**src/rtl/ysyx_25040105_pkg.sv**
```systemverilog
// Constants shared across the ysyx_25040105 core: reset PC, NOP, IFU FSM encoding,
// and the opcode/ALU encodings used by the decoder.
package ysyx_25040105_pkg;

   localparam logic [31:0] RESET_PC = 32'h8000_0000;
   localparam logic [31:0] NOP      = 32'h0000_0013;

   typedef enum logic [1:0] {
      StReq  = 2'd0,
      StWait = 2'd1,
      StOut  = 2'd2
   } ifu_state_e;

   localparam logic [6:0] OPC_LUI    = 7'b0110111;
   localparam logic [6:0] OPC_AUIPC  = 7'b0010111;
   localparam logic [6:0] OPC_JAL    = 7'b1101111;
   localparam logic [6:0] OPC_JALR   = 7'b1100111;
   localparam logic [6:0] OPC_BRANCH = 7'b1100011;
   localparam logic [6:0] OPC_LOAD   = 7'b0000011;
   localparam logic [6:0] OPC_STORE  = 7'b0100011;
   localparam logic [6:0] OPC_OP_IMM = 7'b0010011;
   localparam logic [6:0] OPC_OP     = 7'b0110011;
   localparam logic [6:0] OPC_SYSTEM = 7'b1110011;

   typedef enum logic [3:0] {
      AluAdd, AluSub, AluSll, AluSlt, AluSltu,
      AluXor, AluSrl, AluSra, AluOr,  AluAnd
   } alu_op_e;

   function automatic logic [31:0] word_align(input logic [31:0] addr);
      return addr & ~32'h3;
   endfunction

endpackage

```
**src/rtl/ysyx_25040105_Reg.sv**
```systemverilog
// Generic enabled register with asynchronous active-low reset to a parameterised value.
module ysyx_25040105_Reg #(
   parameter int unsigned       WIDTH     = 32,
   parameter logic [WIDTH-1:0]  RESET_VAL = '0
) (
   input  logic             clk,
   input  logic             rst_n,
   input  logic             i_en,
   input  logic [WIDTH-1:0] i_d,
   output logic [WIDTH-1:0] o_q
);

   logic [WIDTH-1:0] r_q;

   always_ff @(posedge clk or negedge rst_n) begin
      if (!rst_n) begin
         r_q <= RESET_VAL;
      end else if (i_en) begin
         r_q <= i_d;
      end
   end

   assign o_q = r_q;

endmodule

```
**src/rtl/ysyx_25040105_ifu.sv**
```systemverilog
// Instruction fetch unit: one outstanding request, REQ -> WAIT -> OUT loop, with redirect
// handling that drops any in-flight response fetched from the old path.
module ysyx_25040105_ifu #(
   parameter logic [31:0] RESET_PC = ysyx_25040105_pkg::RESET_PC
) (
   input  logic        clk,
   input  logic        rst_n,
   output logic        imem_req_valid,
   input  logic        imem_req_ready,
   output logic [31:0] imem_addr,
   input  logic        imem_resp_valid,
   input  logic [31:0] imem_rdata,
   output logic        inst_valid,
   input  logic        inst_ready,
   output logic [31:0] inst,
   output logic [31:0] inst_pc,
   input  logic        redirect_valid,
   input  logic [31:0] redirect_pc
);

   import ysyx_25040105_pkg::*;

   ifu_state_e  r_state, w_state_d;
   logic        r_drop, w_drop_d;
   logic        w_capture;
   logic [31:0] r_inst, r_inst_pc;
   logic [31:0] w_pc, w_pc_d;
   logic        w_pc_en;

   // Redirect wins over the sequential increment.
   assign w_pc_en = redirect_valid || ((r_state == StOut) && inst_ready);
   assign w_pc_d  = redirect_valid ? word_align(redirect_pc) : w_pc + 32'd4;

   ysyx_25040105_Reg #(
      .WIDTH     (32),
      .RESET_VAL (RESET_PC)
   ) u_pc (
      .clk   (clk),
      .rst_n (rst_n),
      .i_en  (w_pc_en),
      .i_d   (w_pc_d),
      .o_q   (w_pc)
   );

   always_comb begin
      w_state_d = r_state;
      w_drop_d  = r_drop;
      w_capture = 1'b0;
      unique case (r_state)
         StReq: begin
            if (imem_req_ready) begin
               w_state_d = StWait;
               w_drop_d  = redirect_valid;
            end
         end
         StWait: begin
            if (imem_resp_valid) begin
               w_drop_d = 1'b0;
               if (r_drop || redirect_valid) begin
                  w_state_d = StReq;
               end else begin
                  w_capture = 1'b1;
                  w_state_d = StOut;
               end
            end else if (redirect_valid) begin
               w_drop_d = 1'b1;
            end
         end
         StOut: begin
            if (inst_ready || redirect_valid) begin
               w_state_d = StReq;
            end
         end
         default: begin
            w_state_d = StReq;
            w_drop_d  = 1'b0;
         end
      endcase
   end

   always_ff @(posedge clk or negedge rst_n) begin
      if (!rst_n) begin
         r_state   <= StReq;
         r_drop    <= 1'b0;
         r_inst    <= NOP;
         r_inst_pc <= RESET_PC;
      end else begin
         r_state <= w_state_d;
         r_drop  <= w_drop_d;
         if (w_capture) begin
            r_inst    <= imem_rdata;
            r_inst_pc <= w_pc;
         end
      end
   end

   // The reset state is REQ, so gate the request until reset is released.
   assign imem_req_valid = rst_n && (r_state == StReq);
   assign imem_addr      = w_pc;
   assign inst_valid     = (r_state == StOut);
   assign inst           = r_inst;
   assign inst_pc        = r_inst_pc;

endmodule

```
**config.mk**
```make
export PLATFORM = sky130hd
export DESIGN_NAME = ysyx_25040105_ifu
export DESIGN_NICKNAME = d
export VERILOG_FILES = /design/src/rtl/ysyx_25040105_pkg.sv /design/src/rtl/ysyx_25040105_Reg.sv /design/src/rtl/ysyx_25040105_ifu.sv
export SDC_FILE = /design/constraint.sdc
export NUM_CORES = 1
export LEC_CHECK = 0
export ABC_AREA = 1
export CAP_MARGIN = 10
export CORE_MARGIN = 2
export CORE_UTILIZATION = 45
export CTS_BUF_LIST = sky130_fd_sc_hd__clkbuf_4 sky130_fd_sc_hd__clkbuf_8
export DETAILED_ROUTE_END_ITERATION = 10
export PLACE_DENSITY = 0.74
export REMOVE_ABC_BUFFERS = 1
export SLEW_MARGIN = 40
export SYNTH_ARGS = -nofsm -noshare
export SYNTH_HDL_FRONTEND = slang
export SYNTH_HIERARCHICAL = 1
export SYNTH_SLANG_ARGS = --single-unit
```
**constraint.sdc**
```tcl
create_clock -name clk -period 1.6 [get_ports clk]
set_input_delay 0.24 -clock clk [delete_from_list [all_inputs] [get_ports clk]]
set_output_delay 0.24 -clock clk [all_outputs]
set_load 0.005 [all_outputs]
```
Yosys cells after proc, flatten, opt, wreduce, memory -nomap -nowiden:

Cells that the tools add are included.

* bits in registers: 99
* latch bits: 0
* RAM bits: 0
* memory bits (read-only): 0
* input bits: 70
* memories: 0

* $add $sub $neg: 1
* $mul: 0
* div/mod/pow operators: 0
* order comparisons: 0
* equal/unequal tests: 6
* shifts and indexed selects: 0
* mux-type cells: 13
* bitwise gates (word level): 1
* reduce and logical (&&, ||, !) cells: 8

Operators with widths (number)
* $add 32x3->32 const B: 1
* $mux 32: 1
* $mux 2: 4
* $mux 1: 6
* $pmux 2 s3: 1
* $reduce_and 3->1: 2
* $ne 2x2->1 const B: 2
* $logic_or 1x1->1: 3
* $ne 3x3->1 const B: 1
* $pmux 1 s3: 1
* $eq 2x1->1 const B: 1
* $eq 2x2->1 const B: 1
* $logic_and 1x1->1: 2
* $logic_not 2->1: 1
* $ne 2x1->1 const B: 1
* $not 1->1: 1

Depth between registers and ports, before layout:

* depth after elaboration: 4
* depth in mapped cells: 11

Modules after synthesis:

Netlist, hierarchy kept.

By module, submodules not included
* ysyx_25040105_ifu: instances 1, cells each 543, area an instance 3991.3 um^2
* ysyx_25040105_Reg: instances 1, cells each 136, area an instance 1293.7 um^2

Least setup slack after synthesis:

Ideal clock, no wire load.

* path kind: reg2reg
* start point: register u_pc.r_q[3], in the netlist u_pc/o_q[3]
* end point: register u_pc.r_q[22], in the netlist u_pc/o_q[22]
* library setup time: 0.117 ns
* data arrival time: 1.374 ns
* data required time: 1.483 ns
* path slack: 0.109 ns
* cell stages (with the launch flop): 11
* buffers on the path: 0
* clock period less this slack: 1.491 ns
* path through: dfrtp_1 ha_1 nand2_2 nor2_4 nand2_4 nor2_4 nand3_1 nand3_1 nand2_1 nand2_1 nand2_1

* word-level cells in the longest chain between the ends: 2

Ends and longest elaborated chain
* start, declared: line ysyx_25040105_Reg.sv:13 `logic [WIDTH-1:0] r_q;`
* start signal, assigned: line ysyx_25040105_Reg.sv:19 `r_q <= i_d;`
* $add 32x3->32: line ysyx_25040105_ifu.sv:32 `assign w_pc_d = redirect_valid ? word_align(redirect_pc) : w_pc + 32'd4;`
* $mux 32: line ysyx_25040105_ifu.sv:32
* named net w_pc_d[22]: line ysyx_25040105_ifu.sv:27 `logic [31:0] w_pc, w_pc_d;`

The timed path passes the listed nets, and every way through them passes these cells.
A chain may end at the register's enable or synchronous reset.

Worst setup path after layout:

* start point: register u_pc.r_q[2], in the netlist u_pc/o_q[2]
* end point: register u_pc.r_q[20], in the netlist u_pc/o_q[20]

Same word-level chain as after synthesis.

==> key figures <==
Floorplan
  • Die X: 112 um
  • Die area: 12,600 um2
  • Std-Cell Core Area: 11,400 um2
  • Initial Utilization: 0.463
  • Row Count: 39
  • Die height: 112 um
  • # IOs: 168

Synth
  • Mapped Cells: 679
  • Most frequent cell after synthesis: nand2_1
  • Post-synth EDFFs: 0
  • Top post-synthesis cells by count: nand2_1, dfrtp_1, inv_1
  • Yosys cell types: 31
  • Async set-or-reset flop fraction in the synthesized netlist: 1.00
  • Commonest register cell after synthesis: dfrtp_1
  • Mapped Avg Cell Area: 7.78 um2
  • YS warnings: 6
  • Largest area contributor in the netlist: dfrtp_1
  • Sequential area share after synthesis: 0.470
  • Post-synth top area share: 0.445
  • Synth top area cells: dfrtp_1, nand2_1, o21ai_2
  • Mapped Area: 5290 um2
  • Synth Register Bits: 99

Worst setup path
  • Reg2Reg Depth: 10
  • Setup CP Type: register to register
  • Reg2Reg Setup Slack: 5 ps
  • Most used cell, CP: nand2_1
  • CP max-delay cell: dfrtp_1
  • Crit path DAT: 1870 ps
  • Worst Setup End Kind: register
  • Worst path depth: 10
  • CP Buf/Inv Count: 0
  • Worst Path Required: 1870 ps
  • Crit path max fanout: 6
  • Worst reg2reg endpoint: u_pc/o_q[20]$_DFFE_PN0P_
  • CP max stage delay: 370 ps
  • Top cell family by delay on the critical path: simple AND/OR/NAND/NOR gates
  • Startpoint types: register
  • Critical-path cell list: ha_2 -> nand2_2 -> nor2_4 -> nand2_4 -> nor2_4 -> nand3_1 -> nand3_1 -> nand2_1 -> nand2_1 -> nand2_1
  • R2R Path Start: u_pc/o_q[2]$_DFFE_PN0P_

Finish
  • Layout Cells excl Fill: 1,029
  • Fillers: 940
  • Layout area overhead: 44.4%
  • Layout cell share with drive strength beyond 1: 0.205
  • Diode count: 0
  • Final instance area: 7630 um2
  • Post-Route Utilization: 0.668
  • Layout Nets: 952

Timing
  • Tightest Pin Transition: 547 ps
  • RSZ-0062 raised after global routing: yes
  • Final Hold Fails: 25
  • Fin crit period: 1600 ps
  • Hold Worst Slack: -36.2 ps
  • Slew Limit Fails: 0
  • Max Clock Freq: 627 MHz
  • Setup ws final: 4.89 ps
  • Clk_skew: 14.8 ps
  • Tcrit/Tclk final: 0.997
  • Setup Viol. Count Final: 0
  • Relative slew slack: 0.635

Power and ir drop
  • Power share of the combinational group: 0.421
  • Pwr per Cell Area: 1280 nW/um2
  • Cell Int Power: 6.62 mW
  • Switching power: 3.14 mW
  • Peak VDD IR: 737 uV
  • Switch share: 0.321
  • Clock power share: 0.180
  • Leakage: 3.78 nW
  • Reg power frac: 0.399

Route
  • Routed WL: 14,700 um
  • # DRC: 0
  • Routed Antenna Nets: 0
  • WL/cell: 14.3 um
  • Pre-Repair DR Iteration Count: 4
  • Total vias in the final route: 5,056
  • Initial DRC Count: 368
  • Drt via density: 4.91

Clocking
  • Clock-pin slew on the worst setup and hold paths: 100 ps
  • CTS buffer count: 9
  • H-tree depth: 3
  • Hold-fix buffers, CTS: 0
  • CTS tree: yes
  • Clock root cell: clkbuf_8
  • Clk sinks: 99
  • CTS max path bufs: 2
  • Latest clock arrival within the worst-skew pair: 370 ps

Global routing
  • Total grt overflow: 0
  • GR Util met3: 0.0459
  • Grt peak-use layer: met2
  • Gr usage total: 0.238
  • Antenna violations before repair: 0
  • Vias in the first global route: 5,053
  • Met2 GRT Util: 0.386
  • Largest net degree at the start of global routing: 100
  • First-pass GRT wire length: 24,300 um
  • GR Util met1: 0.322

Place
  • DP Cell Count: 980
  • Final HPWL DP: 10,200 um
  • Routability cong.: 0.889
  • IO Port Bufs: 165
  • Placed cell area: 7080 um2
  • DP Worst Slack: 5.69 ps

Hold path
  • Min-delay worst type: primary input to async pin

Run status
  • Failing checks: hold timing
  • Status: complete, but fails checks

Run
  • Max cap viols: 0
state kept, by name, summed over array words and instances (netlist names):
register and count:
r_state 2, r_drop 1, inst 32, u_pc/o_q 32, inst_pc 32
what timing repair did:
action / CTS / global route
endpoints found under the setup margin: 34 / 41
gates resized for setup: 33 / 33
buffers inserted: 20 / 13
pin swaps: 0 / 9
through the flow:
step / TNS (ps) / power (mW)
3_5_place_dp: 0 / 7.88
6_report: 0 / 9.76
2_1_floorplan: -194410 / 5.51
4_1_cts: 0 / 9.73
3_3_place_gp: 0 / 7.77
5_1_grt: -686 / 10.4
final cells by class:
| class | count | area [um2] | share of cell area |
|---|---|---|---|
| flip-flops and latches | 99 | 2500 | 0.328 |
| multi-input cells | 476 | 2330 | 0.306 |
| repair buffers | 219 | 2110 | 0.276 |
| inverters | 76 | 293 | 0.0384 |
| well taps | 143 | 179 | 0.0234 |
| clock buffers | 13 | 173 | 0.0226 |
| clock inverters | 3 | 46.3 | 0.00607 |
worst max-delay path by stage:
stage	from	to	slack (ps)
floorplan	redirect_valid	inst_pc[29]$_DFFE_PN0P_	-2960
global placement	redirect_valid	u_pc/o_q[12]$_DFFE_PN0P_	40
detailed placement	redirect_valid	u_pc/o_q[20]$_DFFE_PN0P_	6
CTS	u_pc/o_q[22]$_DFFE_PN0P_	imem_addr[22]	2
global route	u_pc/o_q[2]$_DFFE_PN0P_	u_pc/o_q[28]$_DFFE_PN0P_	-120
finish	u_pc/o_q[2]$_DFFE_PN0P_	u_pc/o_q[20]$_DFFE_PN0P_	5
layer usage:
metal / wire (um) / part of all wire
met2: 6830 / 0.46
met4: 329 / 0.022
met1: 6580 / 0.45
met5: 0 / 0
met3: 963 / 0.066
power groups by stage:
stage / registers (mW) / clock network (mW) / logic, mW
floorplan: 4.04 / 0 / 1.48
global placement: 3.94 / 0 / 3.82
detailed placement: 3.99 / 0 / 3.90
CTS: 3.91 / 1.79 / 4.04
global route: 4.00 / 1.92 / 4.49
finish: 3.89 / 1.76 / 4.11
layout by cell type (no fill, tap or decap), types with 2 or more instances in the layout:
master,instances
a21oi_1,7
and2_1,3
buf_12,5
buf_4,49
clkbuf_8,12
clkdlybuf4s50_1,140
dfrtp_1,81
dfrtp_2,13
dfstp_2,5
dlygate4sd2_1,17
dlymetal6s2s_1,6
inv_1,73
inv_2,2
nand2_1,280
nand2_2,16
nand2_4,2
nand3_1,33
nand3_2,2
nor2_1,24
nor2_2,12
nor2_4,10
o21ai_0,15
o21ai_1,20
o21ai_2,44
cell families after synthesis:
family / count (synthesis) / share of synthesized area
DFF: 99 / 0.470
adders and majority gates: 1 / 0.00237
xor gates and xnor gates: 1 / 0.00166
AOI/OAI and AO/OA: 89 / 0.117
and+or+nand+nor: 385 / 0.303
buffers and inverters: 104 / 0.106
Note: power is estimated with default switching activity, not from simulation.
